### src/rtl/debug_pkg.sv
// Shared types and helpers for the debug reporter: FSM encoding, ASCII constants,
// nibble-to-ASCII conversion and a constant log2 for pointer/timer widths.
package debug_pkg;

  typedef enum logic [2:0] {
    IDLE = 3'd0,
    LOAD = 3'd1,
    SEND = 3'd2,
    TERM = 3'd3,
    DONE = 3'd4
  } state_t;

  localparam logic [7:0] ASCII_CR = 8'h0D;
  localparam logic [7:0] ASCII_LF = 8'h0A;

  // 0-9 -> '0'-'9', 10-15 -> 'A'-'F'
  function automatic logic [7:0] hex_ascii(input logic [3:0] nibble);
    if (nibble < 4'd10) begin
      return 8'h30 + {4'h0, nibble};
    end
    return 8'h37 + {4'h0, nibble};
  endfunction

  function automatic int clog2(input int value);
    int r;
    r = 0;
    for (int i = 0; i < 31; i++) begin
      if ((1 << i) < value) begin
        r = i + 1;
      end
    end
    return r;
  endfunction

endpackage

### src/rtl/debug_uart_tx.sv
// 8N1 byte serialiser: start bit, 8 data bits LSB first, stop bit; CLKS_PER_BIT clocks per bit.
// Latency: tx_pin drives the start bit on the edge that samples start.
// Backpressure: start is taken when idle or on the last stop-bit clock (done), giving back-to-back frames.
module debug_uart_tx
  import debug_pkg::*;
#(
  parameter int CLKS_PER_BIT = 12
) (
  input  logic       clock,
  input  logic       reset,
  input  logic       start,
  input  logic [7:0] data,
  output logic       tx_pin,
  output logic       busy,
  output logic       done
);

  localparam int TW = (clog2(CLKS_PER_BIT) < 1) ? 1 : clog2(CLKS_PER_BIT);
  localparam logic [TW-1:0] T_LAST = TW'(CLKS_PER_BIT - 1);

  logic          active;
  logic [3:0]    bit_idx;
  logic [TW-1:0] timer;
  logic [8:0]    shreg;

  assign busy = active;
  assign done = active && (bit_idx == 4'd9) && (timer == T_LAST);

  always_ff @(posedge clock) begin
    if (reset) begin
      active  <= 1'b0;
      tx_pin  <= 1'b1;
      bit_idx <= 4'd0;
      timer   <= '0;
      shreg   <= '1;
    end else if (start && (!active || done)) begin
      active  <= 1'b1;
      tx_pin  <= 1'b0;
      bit_idx <= 4'd0;
      timer   <= '0;
      shreg   <= {1'b1, data};
    end else if (active) begin
      if (timer == T_LAST) begin
        // timer reloads at every bit boundary so bit widths never drift
        timer <= '0;
        if (bit_idx == 4'd9) begin
          active <= 1'b0;
          tx_pin <= 1'b1;
        end else begin
          bit_idx <= bit_idx + 4'd1;
          tx_pin  <= shreg[0];
          shreg   <= {1'b1, shreg[8:1]};
        end
      end else begin
        timer <= timer + TW'(1);
      end
    end
  end

endmodule

### src/rtl/debug_reporter.sv
// Buffers debug samples in a FIFO and reports them over UART as raw bytes or ASCII hex + CR/LF (DEBUG_DROP_COUNT_EN adds a drop counter).
// Latency: a sample accepted at edge N on an idle block pops at N+1; its start bit begins at N+2.
// Backpressure: sample_ready is low while the FIFO is full; samples offered then are dropped.
module debug_reporter
  import debug_pkg::*;
#(
  parameter int CLOCK_HZ  = 12_000_000,
  parameter int BAUD_RATE = 9600,
  parameter int WIDTH     = 32,
  parameter int DEPTH     = 16,
  parameter int HEX_MODE  = 1
) (
  input  logic             clock,
  input  logic             reset,
  input  logic [WIDTH-1:0] sample_data,
  input  logic             sample_valid,
  output logic             sample_ready,
  output logic             tx_pin,
  output logic             busy,
  output logic [7:0]       leds,
  output logic [15:0]      drop_count
);

  localparam int CLKS_PER_BIT = CLOCK_HZ / BAUD_RATE;
  localparam int AW      = clog2(DEPTH);
  localparam int BYTES   = (WIDTH + 7) / 8;
  localparam int NIBBLES = (WIDTH + 3) / 4;
  localparam int UNITS   = (HEX_MODE != 0) ? NIBBLES : BYTES;
  localparam int W_REG   = 8 * BYTES;
  localparam int ALIGN   = (HEX_MODE != 0) ? (W_REG - 4 * NIBBLES) : 0;
  localparam int SHIFT   = (HEX_MODE != 0) ? 4 : 8;

  // ---------------- FIFO ----------------
  logic [WIDTH-1:0] mem [DEPTH];
  logic [AW-1:0]    wr_ptr, rd_ptr;
  logic [AW:0]      count;
  logic             empty, wr_en, pop;

  assign empty        = (count == '0);
  assign sample_ready = (count != (AW+1)'(DEPTH));
  assign wr_en        = sample_valid && sample_ready;

  always_ff @(posedge clock) begin
    if (wr_en) begin
      mem[wr_ptr] <= sample_data;
    end
  end

  always_ff @(posedge clock) begin
    if (reset) begin
      wr_ptr <= '0;
      rd_ptr <= '0;
      count  <= '0;
    end else begin
      if (wr_en) wr_ptr <= wr_ptr + AW'(1);
      if (pop)   rd_ptr <= rd_ptr + AW'(1);
      case ({wr_en, pop})
        2'b10:   count <= count + (AW+1)'(1);
        2'b01:   count <= count - (AW+1)'(1);
        default: count <= count;
      endcase
    end
  end

  // ---------------- formatting FSM ----------------
  state_t           state, state_nxt;
  logic [W_REG-1:0] word, load_val;
  logic [6:0]       idx;
  logic             lf_sent;
  logic [7:0]       sent_cnt;
  logic [7:0]       cur_char, tx_byte;
  logic             tx_start, tx_done, tx_busy;
  logic             advance, start_lf, inc_sent;

  // head sample left-aligned so the next unit to send is always at the top of word
  assign load_val = W_REG'(mem[rd_ptr]) << ALIGN;
  assign cur_char = (HEX_MODE != 0) ? hex_ascii(word[W_REG-1 -: 4]) : word[W_REG-1 -: 8];

  always_comb begin
    state_nxt = state;
    pop       = 1'b0;
    tx_start  = 1'b0;
    tx_byte   = cur_char;
    advance   = 1'b0;
    start_lf  = 1'b0;
    inc_sent  = 1'b0;
    case (state)
      IDLE: begin
        if (!empty) begin
          pop       = 1'b1;
          state_nxt = LOAD;
        end
      end
      LOAD: begin
        tx_start  = 1'b1;
        advance   = 1'b1;
        state_nxt = SEND;
      end
      SEND: begin
        if (tx_done) begin
          if (idx < 7'(UNITS)) begin
            tx_start = 1'b1;
            advance  = 1'b1;
          end else if (HEX_MODE != 0) begin
            tx_start  = 1'b1;
            tx_byte   = ASCII_CR;
            state_nxt = TERM;
          end else begin
            state_nxt = DONE;
          end
        end
      end
      TERM: begin
        if (tx_done) begin
          if (!lf_sent) begin
            tx_start = 1'b1;
            tx_byte  = ASCII_LF;
            start_lf = 1'b1;
          end else begin
            state_nxt = DONE;
          end
        end
      end
      DONE: begin
        inc_sent  = 1'b1;
        state_nxt = IDLE;
      end
      default: state_nxt = IDLE;
    endcase
  end

  always_ff @(posedge clock) begin
    if (reset) begin
      state    <= IDLE;
      word     <= '0;
      idx      <= '0;
      lf_sent  <= 1'b0;
      sent_cnt <= '0;
    end else begin
      state <= state_nxt;
      if (pop) begin
        word    <= load_val;
        idx     <= '0;
        lf_sent <= 1'b0;
      end
      if (advance) begin
        word <= word << SHIFT;
        idx  <= idx + 7'd1;
      end
      if (start_lf) lf_sent  <= 1'b1;
      if (inc_sent) sent_cnt <= sent_cnt + 8'd1;
    end
  end

  debug_uart_tx #(
    .CLKS_PER_BIT(CLKS_PER_BIT)
  ) u_uart (
    .clock  (clock),
    .reset  (reset),
    .start  (tx_start),
    .data   (tx_byte),
    .tx_pin (tx_pin),
    .busy   (tx_busy),
    .done   (tx_done)
  );

  assign busy = (state != IDLE) || !empty || tx_busy;
  assign leds = sent_cnt;

`ifdef DEBUG_DROP_COUNT_EN
  logic [15:0] drop_cnt;

  always_ff @(posedge clock) begin
    if (reset) begin
      drop_cnt <= '0;
    end else if (sample_valid && !sample_ready && (drop_cnt != 16'hFFFF)) begin
      drop_cnt <= drop_cnt + 16'd1;
    end
  end

  assign drop_count = drop_cnt;
`else
  assign drop_count = '0;
`endif

endmodule

### config.mk
export PLATFORM = sky130hd
export DESIGN_NAME = debug_reporter
export DESIGN_NICKNAME = d
export VERILOG_FILES = /design/src/rtl/debug_pkg.sv /design/src/rtl/debug_uart_tx.sv /design/src/rtl/debug_reporter.sv
export SDC_FILE = /design/constraint.sdc
export NUM_CORES = 1
export LEC_CHECK = 0
export BUFFER_PORTS_ARGS = -buffer_cell sky130_fd_sc_hd__buf_2
export CAP_MARGIN = 20
export CORE_UTILIZATION = 30
export CTS_BUF_LIST = sky130_fd_sc_hd__clkbuf_4
export DETAILED_ROUTE_END_ITERATION = 8
export PLACE_DENSITY = 0.54
export SLEW_MARGIN = 20
export SYNTH_ARGS = -nofsm -noshare
export SYNTH_HDL_FRONTEND = slang
export SYNTH_SLANG_ARGS = --single-unit
### constraint.sdc
create_clock -name clock -period 4.2 [get_ports clock]
set_input_delay 0.42 -clock clock [delete_from_list [all_inputs] [get_ports clock]]
set_output_delay 0.42 -clock clock [all_outputs]
set_load 0.01 [all_outputs]
==> impl_metrics.json, run 1 <==
{
  "outcome": "completed",
  "regArea_um2": 17200,
  "area_growth_pct": 17.0,
  "grt_pass1_vias": 13400,
  "postPlaceCellArea_um2": 25100,
  "cts_tree": "yes",
  "crit_path_cell_trace": "nor4_1 > buf_4 > a2111o_2 > inv_1 > ha_1 > inv_1 > fa_1 > nor2b_1 > o21ai_0 > and3_1 > or4_1 > a21oi_1",
  "drc": 0,
  "grt_overflow": 0,
  "ys_types": 62,
  "cts_made_buffers": 157,
  "dieHeight_um": 282,
  "synth-simple-area-share_pct": 4.46,
  "root_buffer": "clkbuf_4",
  "numPortBuffers": 45,
  "clk_pin_slew_ps": 60,
  "worst_slack_ps": 976,
  "place_hpwl_mm": 28.8,
  "drt-pass1-iter-count": 4,
  "cpMostUsedCell": "inv_1",
  "htree_levels": 4,
  "critPathLaunchType": "flip-flop",
  "cts_buffer_depth": 3,
  "finalSetupViolCount": 0,
  "synthCells": 1307,
  "synthMuxAreaShare_pct": 12.8,
  "ios": 62,
  "cp_max_fo": 11,
  "dp_slack_ps": 1000,
  "yosys.area.top_type": "edfxtp_1",
  "cts.repair.resized": 0,
  "die_w_um": 282,
  "finalMaxSlewViolations": 0,
  "avgRoutedWirePerCell_um": 20.3,
  "ant_nets": 0,
  "floorplan.die_area_um2": 79400,
  "routed_wl_mm": 54.3,
  "synth_xor_area_share_pct": 1.12,
  "synth_seq_cells": 605,
  "critPathKind": "flip-flop to flip-flop",
  "worst-slew-pin-transition_ps": 854,
  "fin_nets": 1558,
  "fillers": 7376,
  "ir_worst_vdd_mv": 0.359,
  "avgSynthCellArea_um2": 18.0,
  "start_util_pct": 30.3,
  "synth.most_common_cell": "edfxtp_1",
  "max_cap_viol_count": 0,
  "synth_ff_type": "edfxtp_1",
  "finalPower_mw": 15.5,
  "slew-limit-headroom_pct": 42.9,
  "global_route.usage.total_pct": 14.0,
  "multi_input_area_um2": 5930,
  "ys_top_cells_by_area": "edfxtp_1 65%, mux4_2 13%, dfxtp_1 7.9%",
  "clk_latency_ps": 970,
  "grt_pass1_wl_mm": 82.0,
  "synth_top_family_by_area": "multiplexers",
  "fin_tns_setup_ps": 0,
  "synthArstFlopShare_pct": 0,
  "drt_iter0_drc": 790,
  "synthDominantCellAreaShare_pct": 65.5,
  "hold_path.class": "input pin to flip-flop",
  "num_rows": 102,
  "cp_num_buf_inv": 3,
  "yosysWarningCount": 0,
  "final_area_um2": 27500,
  "p_leak_nw": 8.75,
  "pwr_density_cell_nw_per_um2": 563,
  "synth_edf_count": 512,
  "synth_common_cells": "512 x edfxtp_1, 132 x mux4_2, 93 x dfxtp_1",
  "coreArea_um2": 77500,
  "hold_viol_final": 0,
  "cp_top_family": "simple AND/OR/NAND/NOR gates",
  "ys_seq_area_share_pct": 73.4,
  "finish.utilization_pct": 35.5,
  "gp_congestion": 0.725,
  "antenna_found_initial": 4,
  "slowest_stage": "a2111o_2",
  "synth-adder-area-share_pct": 0.938,
  "synth-compound-area-share_pct": 5.11,
  "numClockSinks": 605,
  "period_minus_slack_ps": 3220,
  "grt_max_degree": 67,
  "slowest_delay_ps": 470,
  "viasPerCell": 4.80,
  "max_freq_ghz": 0.310,
  "mappedNetlistArea_um2": 23500,
  "via_count": 12800,
  "cp-end-kind": "flip-flop",
  "grt_setup_unrepaired": "false",
  "fin_crit_sh_pct": 76.8,
  "final.setup_skew_ps": 75.6,
  "arrival_ps": 4050,
  "drive_gt1_share_pct": 30.5,
  "required_ps": 5020
}
-- per-stage QoR --
step	hold slack, ps	instances
4_1_cts	8.81	2663
3_5_place_dp	464	2353
3_3_place_gp	462	2353
6_report	105	2671
2_1_floorplan	431	1322
5_1_grt	44.4	2671
-- routing by layer --
| layer | track usage (%) | vias to the layer above | part of all wire (%) |
|---|---|---|---|
| met5 | 0 | - | 0.041 |
| met1 | 17.7 | 6592 | 43 |
| met3 | 3.46 | 65 | 5.7 |
| met4 | 5.07 | 4 | 1.2 |
| li1 | - | 5758 | - |
| met2 | 23.3 | 391 | 50 |
-- registers in the layout, indices dropped and copies added, names as in the netlist, 3 cells and up, named ones only --
| signal | flops |
|---|---|
| count | 5 |
| u_uart.timer | 11 |
| state | 3 |
| leds | 8 |
| wr_ptr | 4 |
| u_uart.shreg | 8 |
| u_uart.bit_idx | 4 |
| idx | 7 |
| word | 32 |
| mem | 512 |
| rd_ptr | 4 |
-- cell families (layout without fill, tap and decap cells) --
family,after synthesis,in the layout
mux,136,136
fa+ha+maj,17,17
buf+inv,106,408
compound gates,203,203
other cells,1,23
flops,605,605
simple gates,209,209
xor+xnor,30,30
-- worst min-delay path, delay by kind of cell --
family,cells,cell delay [ps]
AOI/OAI and AO/OA,1,220
xor gates and xnor gates,1,190
buffers and inverters,1,100
and+or+nand+nor,1,40
-- cells in the final DEF, fill, tap and decap left out, drive strengths merged, types with 37 or more instances in the layout --
cell type  Yosys  layout
a21oi         79      79
buf           44      81
clkbuf        45     230
dfxtp         93      93
edfxtp       512     512
mux4         132     132
nand2         38      38
nor2          62      62
nor3          39      39
o21ai         37      37
o22ai         59      59
-- path summary, 6_finish.rpt --
path                                     start                            to  slack [ps]  cells after the start
setup / recovery         count[1]$_SDFFE_PP0P_         count[4]$_SDFFE_PP0P_         980                     12
hold / removal                    sample_valid        wr_ptr[0]$_SDFFE_PP0P_         110                      4
setup reg to reg         count[1]$_SDFFE_PP0P_         count[4]$_SDFFE_PP0P_         980                     12
hold reg to reg   u_uart.shreg[7]$_SDFFE_PP1P_  u_uart.shreg[7]$_SDFFE_PP1P_         480                      2
-- layout make-up --
| cell class | instances | share of cell area (%) |
|---|---|---|
| sequential | 605 | 62.8 |
| multi-input combinational | 611 | 21.6 |
| clock buffer | 230 | 6.28 |
| tap | 1040 | 4.74 |
| timing repair buffer | 114 | 3.21 |
| clock inverter | 47 | 1.12 |
| inverter | 17 | 0.232 |
| antenna | 7 | 0.0638 |
-- where the power goes --
part           switching, mW  internal (mW)
Combinational           1.80           1.39
Clock                   2.41           2.66
Sequential             0.336           6.87
Total                   4.54           10.9
-- repair_timing --
item / CTS / global route
hold endpoints to repair: 524 / 0
setup endpoints to repair: 0 / 0
setup buffers: 0 / 0
hold buffers: 33 / 0
No activity file was read; power rests on OpenSTA's default activity.
==> inputs of run 2 (changes only) <==
--- a/config.mk
+++ b/config.mk
@@ -10,7 +10,7 @@
 export CORE_UTILIZATION = 30
 export CTS_BUF_LIST = sky130_fd_sc_hd__clkbuf_4
 export DETAILED_ROUTE_END_ITERATION = 8
-export PLACE_DENSITY = 0.54
+export PLACE_DENSITY = 0.56
 export SLEW_MARGIN = 20
 export SYNTH_ARGS = -nofsm -noshare
 export SYNTH_HDL_FRONTEND = slang
==> constraint.sdc (replaced) <==
create_clock -name clock -period 2.6 [get_ports clock]
set_input_delay 0.26 -clock clock [delete_from_list [all_inputs] [get_ports clock]]
set_output_delay 0.26 -clock clock [all_outputs]
set_load 0.01 [all_outputs]
==> impl_metrics.json, run 2 (synthesis gave the netlist of run 1 again) <==
{
  "drc": 0,
  "area_growth_pct": 19.2,
  "numClockSinks": 605,
  "finish.utilization_pct": 36.1,
  "gp_congestion": 0.748,
  "worst-slew-pin-transition_ps": 654,
  "coreArea_um2": 77500,
  "cp_num_buf_inv": 2,
  "layout_commonest_cell": "edfxtp_1",
  "holdCritStartpoint": "reset",
  "routed_wl_mm": 54.6,
  "slew-limit-headroom_pct": 56.4,
  "final.setup_skew_ps": 57.5,
  "cp_top_family": "simple AND/OR/NAND/NOR gates",
  "floorplan.die_area_um2": 79400,
  "outcome": "completed",
  "viasPerCell": 4.75,
  "max_cap_viol_count": 0,
  "critPathLaunchType": "flip-flop",
  "reg2reg_depth": 11,
  "arrival_ps": 3410,
  "fin_tns_setup_ps": 0,
  "dieHeight_um": 282,
  "max_freq_ghz": 0.394,
  "cts_made_buffers": 154,
  "ios": 62,
  "grt_pass1_wl_mm": 82.8,
  "clk_latency_ps": 980,
  "r2r-start": "count[1]$_SDFFE_PP0P_",
  "drive_gt1_share_pct": 32.8,
  "fillers": 7339,
  "cpMostUsedCell": "inv_2",
  "die_w_um": 282,
  "grt_overflow": 0,
  "regMostFlops": "mem",
  "reg2reg_to": "count[4]$_SDFFE_PP0P_",
  "reg.largest.list": "mem x512, word x32, u_uart.timer x11",
  "htree_levels": 4,
  "antenna_found_initial": 5,
  "hold_viol_final": 0,
  "ir_worst_vdd_mv": 0.607,
  "rrSetupSlack_ps": 60,
  "critPathKind": "flip-flop to flip-flop",
  "largest_reg_flops": 512,
  "p_leak_nw": 8.96,
  "num_rows": 102,
  "cts_tree": "yes",
  "holdPathStages": 3,
  "crit_path_cell_trace": "nor4_4 > a2111o_2 > inv_2 > ha_4 > inv_2 > fa_2 > nor2b_2 > o21ai_1 > and3_1 > or4_4 > a21oi_2",
  "grt_max_degree": 41,
  "finalMaxSlewViolations": 0,
  "finalSetupViolCount": 0,
  "clk_pin_slew_ps": 60,
  "via_count": 12900,
  "cp_max_fo": 4,
  "fin_crit_sh_pct": 97.6,
  "cts_buffer_depth": 3,
  "period_minus_slack_ps": 2540,
  "grt_pass1_vias": 13500,
  "root_buffer": "clkbuf_4",
  "global_route.usage.total_pct": 14.2,
  "place_hpwl_mm": 30.7,
  "drt-pass1-iter-count": 5,
  "pwr_density_cell_nw_per_um2": 903,
  "slowest_delay_ps": 480,
  "ant_nets": 0,
  "drt_iter0_drc": 979,
  "avgRoutedWirePerCell_um": 20.1,
  "numPortBuffers": 45,
  "whs_endpoint": "leds[4]$_SDFFE_PP0N_",
  "grt_setup_unrepaired": "true",
  "slowest_stage": "a2111o_2",
  "cp-end-kind": "flip-flop",
  "required_ps": 3470,
  "fin_nets": 1593,
  "hold_path.class": "input pin to flip-flop",
  "start_util_pct": 30.3,
  "final_cell_mix": "512 x edfxtp_1, 231 x clkbuf_4, 132 x mux4_2, 85 x dfxtp_1, 77 x a21oi_1"
}
[run 2: cell types whose count changed in the layout (fill, tap and decap cells not counted), sizes merged]
cell / delta
buf: +37
clkinv: +3
diode: +3
bufinv: -2
inv: -2
clkbuf: +1
clkinvlp: -1
dlygate4sd3: +1
[run 2: tightest hold or removal path: stages]
cell           delay (ps)
dlygate4sd3_1         540
buf_2                 200
nor2_1                110
[run 2: worst max path at each step]
stage | startpoint | end | slack (ps) | depth (start not counted)
floorplan | count[1]$_SDFFE_PP0P_ | mem[15][0]$_DFFE_PP_ | -310 | 4
global route | count[0]$_SDFFE_PP0P_ | count[4]$_SDFFE_PP0P_ | -70 | 12
CTS | count[1]$_SDFFE_PP0P_ | count[4]$_SDFFE_PP0P_ | 30 | 11
global placement | count[1]$_SDFFE_PP0P_ | count[4]$_SDFFE_PP0P_ | 60 | 11
detailed placement | count[3]$_SDFFE_PP0P_ | count[4]$_SDFFE_PP0P_ | -7 | 12
finish | count[1]$_SDFFE_PP0P_ | count[4]$_SDFFE_PP0P_ | 60 | 11
[run 2: per-layer routing]
metal  part of all wire (%)  GRT usage, %  vias up
met5                  0.024             0        -
met2                     49          23.2      350
met1                     43          18.0     6607
li1                       -             -     5826
met4                    1.8          5.46        2
met3                    5.5          3.62       88
[run 2: through the flow]
stage / area (um^2) / std cells / setup WS, ps / power, mW / hold WS [ps]
floorplan: 23600 / 1322 / -305 / 15.5 / 359
global placement: 25600 / 2386 / 61.5 / 17.2 / 462
detailed placement: 25600 / 2386 / -6.82 / 17.3 / 461
CTS: 27900 / 2696 / 26.0 / 25.5 / 84.0
global route: 28000 / 2711 / -65.5 / 26.6 / 102
finish: 28000 / 2711 / 62.2 / 25.3 / 183
[run 2: area by class of cell]
type                            instances  area (um^2)  area share, %
Antenna cell                           10         25.0         0.0894
Clock buffer                          231         1730           6.20
Clock inverter                         45          258          0.921
Inverter                               17         63.8          0.228
Multi-Input combinational cell        611         5990           21.4
Sequential cell                       605        17300           61.7
Tap cell                             1040         1300           4.65
Timing Repair Buffer                  152         1360           4.84
[run 2: power breakdown]
part / leakage [nW] / internal [mW] / switching, mW
registers: 5.39 / 11.1 / 0.419
clock network: 1.18 / 4.13 / 3.93
logic: 2.39 / 2.57 / 3.14
[run 2: what timing repair did]
action                                 in CTS  in global routing
pin swaps                                   0                  2
resized for setup                           1                  6
endpoints found under the hold margin     585                  0
setup buffers                               0                  6
setup endpoints to repair                   1                  2
hold buffers                               34                  0
==> inputs of run 3 (changes only) <==
--- a/config.mk
+++ b/config.mk
@@ -10,7 +10,7 @@
 export CORE_UTILIZATION = 30
 export CTS_BUF_LIST = sky130_fd_sc_hd__clkbuf_4
 export DETAILED_ROUTE_END_ITERATION = 8
-export PLACE_DENSITY = 0.56
+export PLACE_DENSITY = 0.55
 export SLEW_MARGIN = 20
 export SYNTH_ARGS = -nofsm -noshare
 export SYNTH_HDL_FRONTEND = slang
==> impl_metrics.json, run 3 (synthesis gave the netlist of run 1 again) <==
{
  "via_count": 12900,
  "max_cap_viol_count": 0,
  "cp-end-kind": "flip-flop",
  "slew-limit-headroom_pct": 55.8,
  "final_area_um2": 28100,
  "arrival_ps": 3480,
  "ant_nets": 0,
  "drt-pass1-iter-count": 5,
  "fillers": 7310,
  "ir_worst_vdd_mv": 0.470,
  "fin_nets": 1601,
  "grt_pass1_vias": 13500,
  "global_route.usage.total_pct": 14.3,
  "violations": "negative setup slack",
  "regArea_um2": 17300,
  "multi_input_area_um2": 6000,
  "clk_pin_slew_ps": 70,
  "avgRoutedWirePerCell_um": 20.3,
  "worst-slew-pin-transition_ps": 663,
  "period_minus_slack_ps": 2610,
  "finalSetupViolCount": 1,
  "area_growth_pct": 19.5,
  "grt_max_degree": 59,
  "critPathKind": "flip-flop to flip-flop",
  "hold_path.class": "input pin to flip-flop",
  "htree_levels": 4,
  "cts_tree": "yes",
  "root_buffer": "clkbuf_4",
  "ios": 62,
  "finalMaxSlewViolations": 0,
  "antenna_found_initial": 5,
  "dieHeight_um": 282,
  "hold_viol_final": 0,
  "pwr_density_cell_nw_per_um2": 900,
  "place_hpwl_mm": 31.2,
  "drt_iter0_drc": 1070,
  "largest_reg_flops": 512,
  "grt_pass1_wl_mm": 83.0,
  "die_w_um": 282,
  "clk_latency_ps": 1010,
  "critPathLaunchType": "flip-flop",
  "cts_made_buffers": 157,
  "cts_buffer_depth": 3,
  "p_leak_nw": 8.96,
  "crit_path_cell_trace": "nor4_4 > buf_4 > a21boi_4 > inv_2 > ha_4 > inv_4 > fa_2 > nor2b_4 > o21ai_2 > and3_1 > or4_1 > a21oi_1",
  "worst_slack_ps": -12.7,
  "hold_ws_ps": 171,
  "layout_commonest_cell": "edfxtp_1",
  "start_util_pct": 30.3,
  "grt_overflow": 0,
  "final_cell_mix": "512 x edfxtp_1, 220 x clkbuf_4, 132 x mux4_2, 85 x dfxtp_1, 78 x a21oi_1",
  "routed_wl_mm": 55.0,
  "numPortBuffers": 45,
  "regMostFlops": "mem",
  "fin_crit_sh_pct": 100,
  "viasPerCell": 4.77,
  "drive_gt1_share_pct": 32.2,
  "outcome": "complete, but fails checks",
  "gp_congestion": 0.732,
  "final.setup_skew_ps": 80.4,
  "num_rows": 102,
  "cp_top_family": "simple AND/OR/NAND/NOR gates",
  "drc": 0,
  "cp_max_fo": 4,
  "grt_setup_unrepaired": "true",
  "dp_cells": 2392,
  "required_ps": 3460,
  "numClockSinks": 605,
  "max_freq_ghz": 0.383,
  "cp_num_buf_inv": 3,
  "slowest_stage": "or4_1",
  "final_cells": 2708,
  "reg.largest.list": "mem x512, word x32, u_uart.timer x11",
  "coreArea_um2": 77500,
  "postPlaceCellArea_um2": 25700,
  "floorplan.die_area_um2": 79400,
  "slowest_delay_ps": 390
}
run 3: per-stage QoR:
| step | TNS [ps] | setup WS [ps] | total power [mW] | util (%) |
|---|---|---|---|---|
| 2_1_floorplan | -103750 | -305 | 15.5 | - |
| 3_3_place_gp | 0 | 48.6 | 17.3 | 33.2 |
| 3_5_place_dp | 0 | 9.99 | 17.4 | 33.2 |
| 4_1_cts | 0 | 19.9 | 25.6 | 36.1 |
| 5_1_grt | -111 | -111 | 26.7 | 36.2 |
| 6_report | -12.7 | -12.7 | 25.3 | 36.2 |
run 3: path summary, 6_finish.rpt:
path / to / slack [ps] / cells after the start / startpoint
worst min register to register: u_uart.shreg[7]$_SDFFE_PP1P_ / 480 / 2 / u_uart.shreg[7]$_SDFFE_PP1P_
worst max-delay path: count[4]$_SDFFE_PP0P_ / -10 / 12 / count[3]$_SDFFE_PP0P_
worst min-delay path: leds[5]$_SDFFE_PP0N_ / 170 / 3 / reset
worst max register to register: count[4]$_SDFFE_PP0P_ / -10 / 12 / count[3]$_SDFFE_PP0P_
run 3: layout make-up:
type / instances / share of cell area (%)
Inverter: 17 / 0.236
Sequential cell: 605 / 61.5
Timing Repair Buffer: 157 / 5.26
Multi-Input combinational cell: 611 / 21.4
Clock inverter: 49 / 1.04
Tap cell: 1040 / 4.64
Antenna cell: 9 / 0.0802
Clock buffer: 220 / 5.88
run 3: what timing repair did:
| action | 4_1_cts | 5_1_grt |
|---|---|---|
| setup buffers | 0 | 4 |
| hold buffers | 34 | 0 |
| setup endpoints to repair | 1 | 1 |
| resized for setup | 1 | 7 |
| endpoints found under the hold margin | 575 | 0 |
| pin swaps | 1 | 4 |
| gates cloned | 0 | 0 |
run 3: power by group:
group / leakage, nW / internal (mW) / total, mW / switching [mW]
clock: 1.14 / 4.12 / 7.98 / 3.85
combinational: 2.44 / 2.60 / 5.83 / 3.24
sequential: 5.39 / 11.1 / 11.5 / 0.352
total: 8.96 / 17.8 / 25.3 / 7.44
run 3: routing by layer:
| metal | up-vias | track usage, % | part of all wire (%) |
|---|---|---|---|
| met3 | 90 | 3.53 | 5.3 |
| met5 | - | 0 | 0.024 |
| met4 | 2 | 5.27 | 1.8 |
| met1 | 6627 | 18.1 | 43 |
| met2 | 371 | 23.6 | 50 |
| li1 | 5822 | - | - |
run 3: worst reg2reg max path: stages, from the launching register on:
cell and delay, ps:
dfxtp_4 350, nor4_4 330, buf_4 200, a21boi_4 70
inv_2 60, ha_4 160, inv_4 40, fa_2 380
nor2b_4 150, o21ai_2 80, and3_1 150, or4_1 390
a21oi_1 150
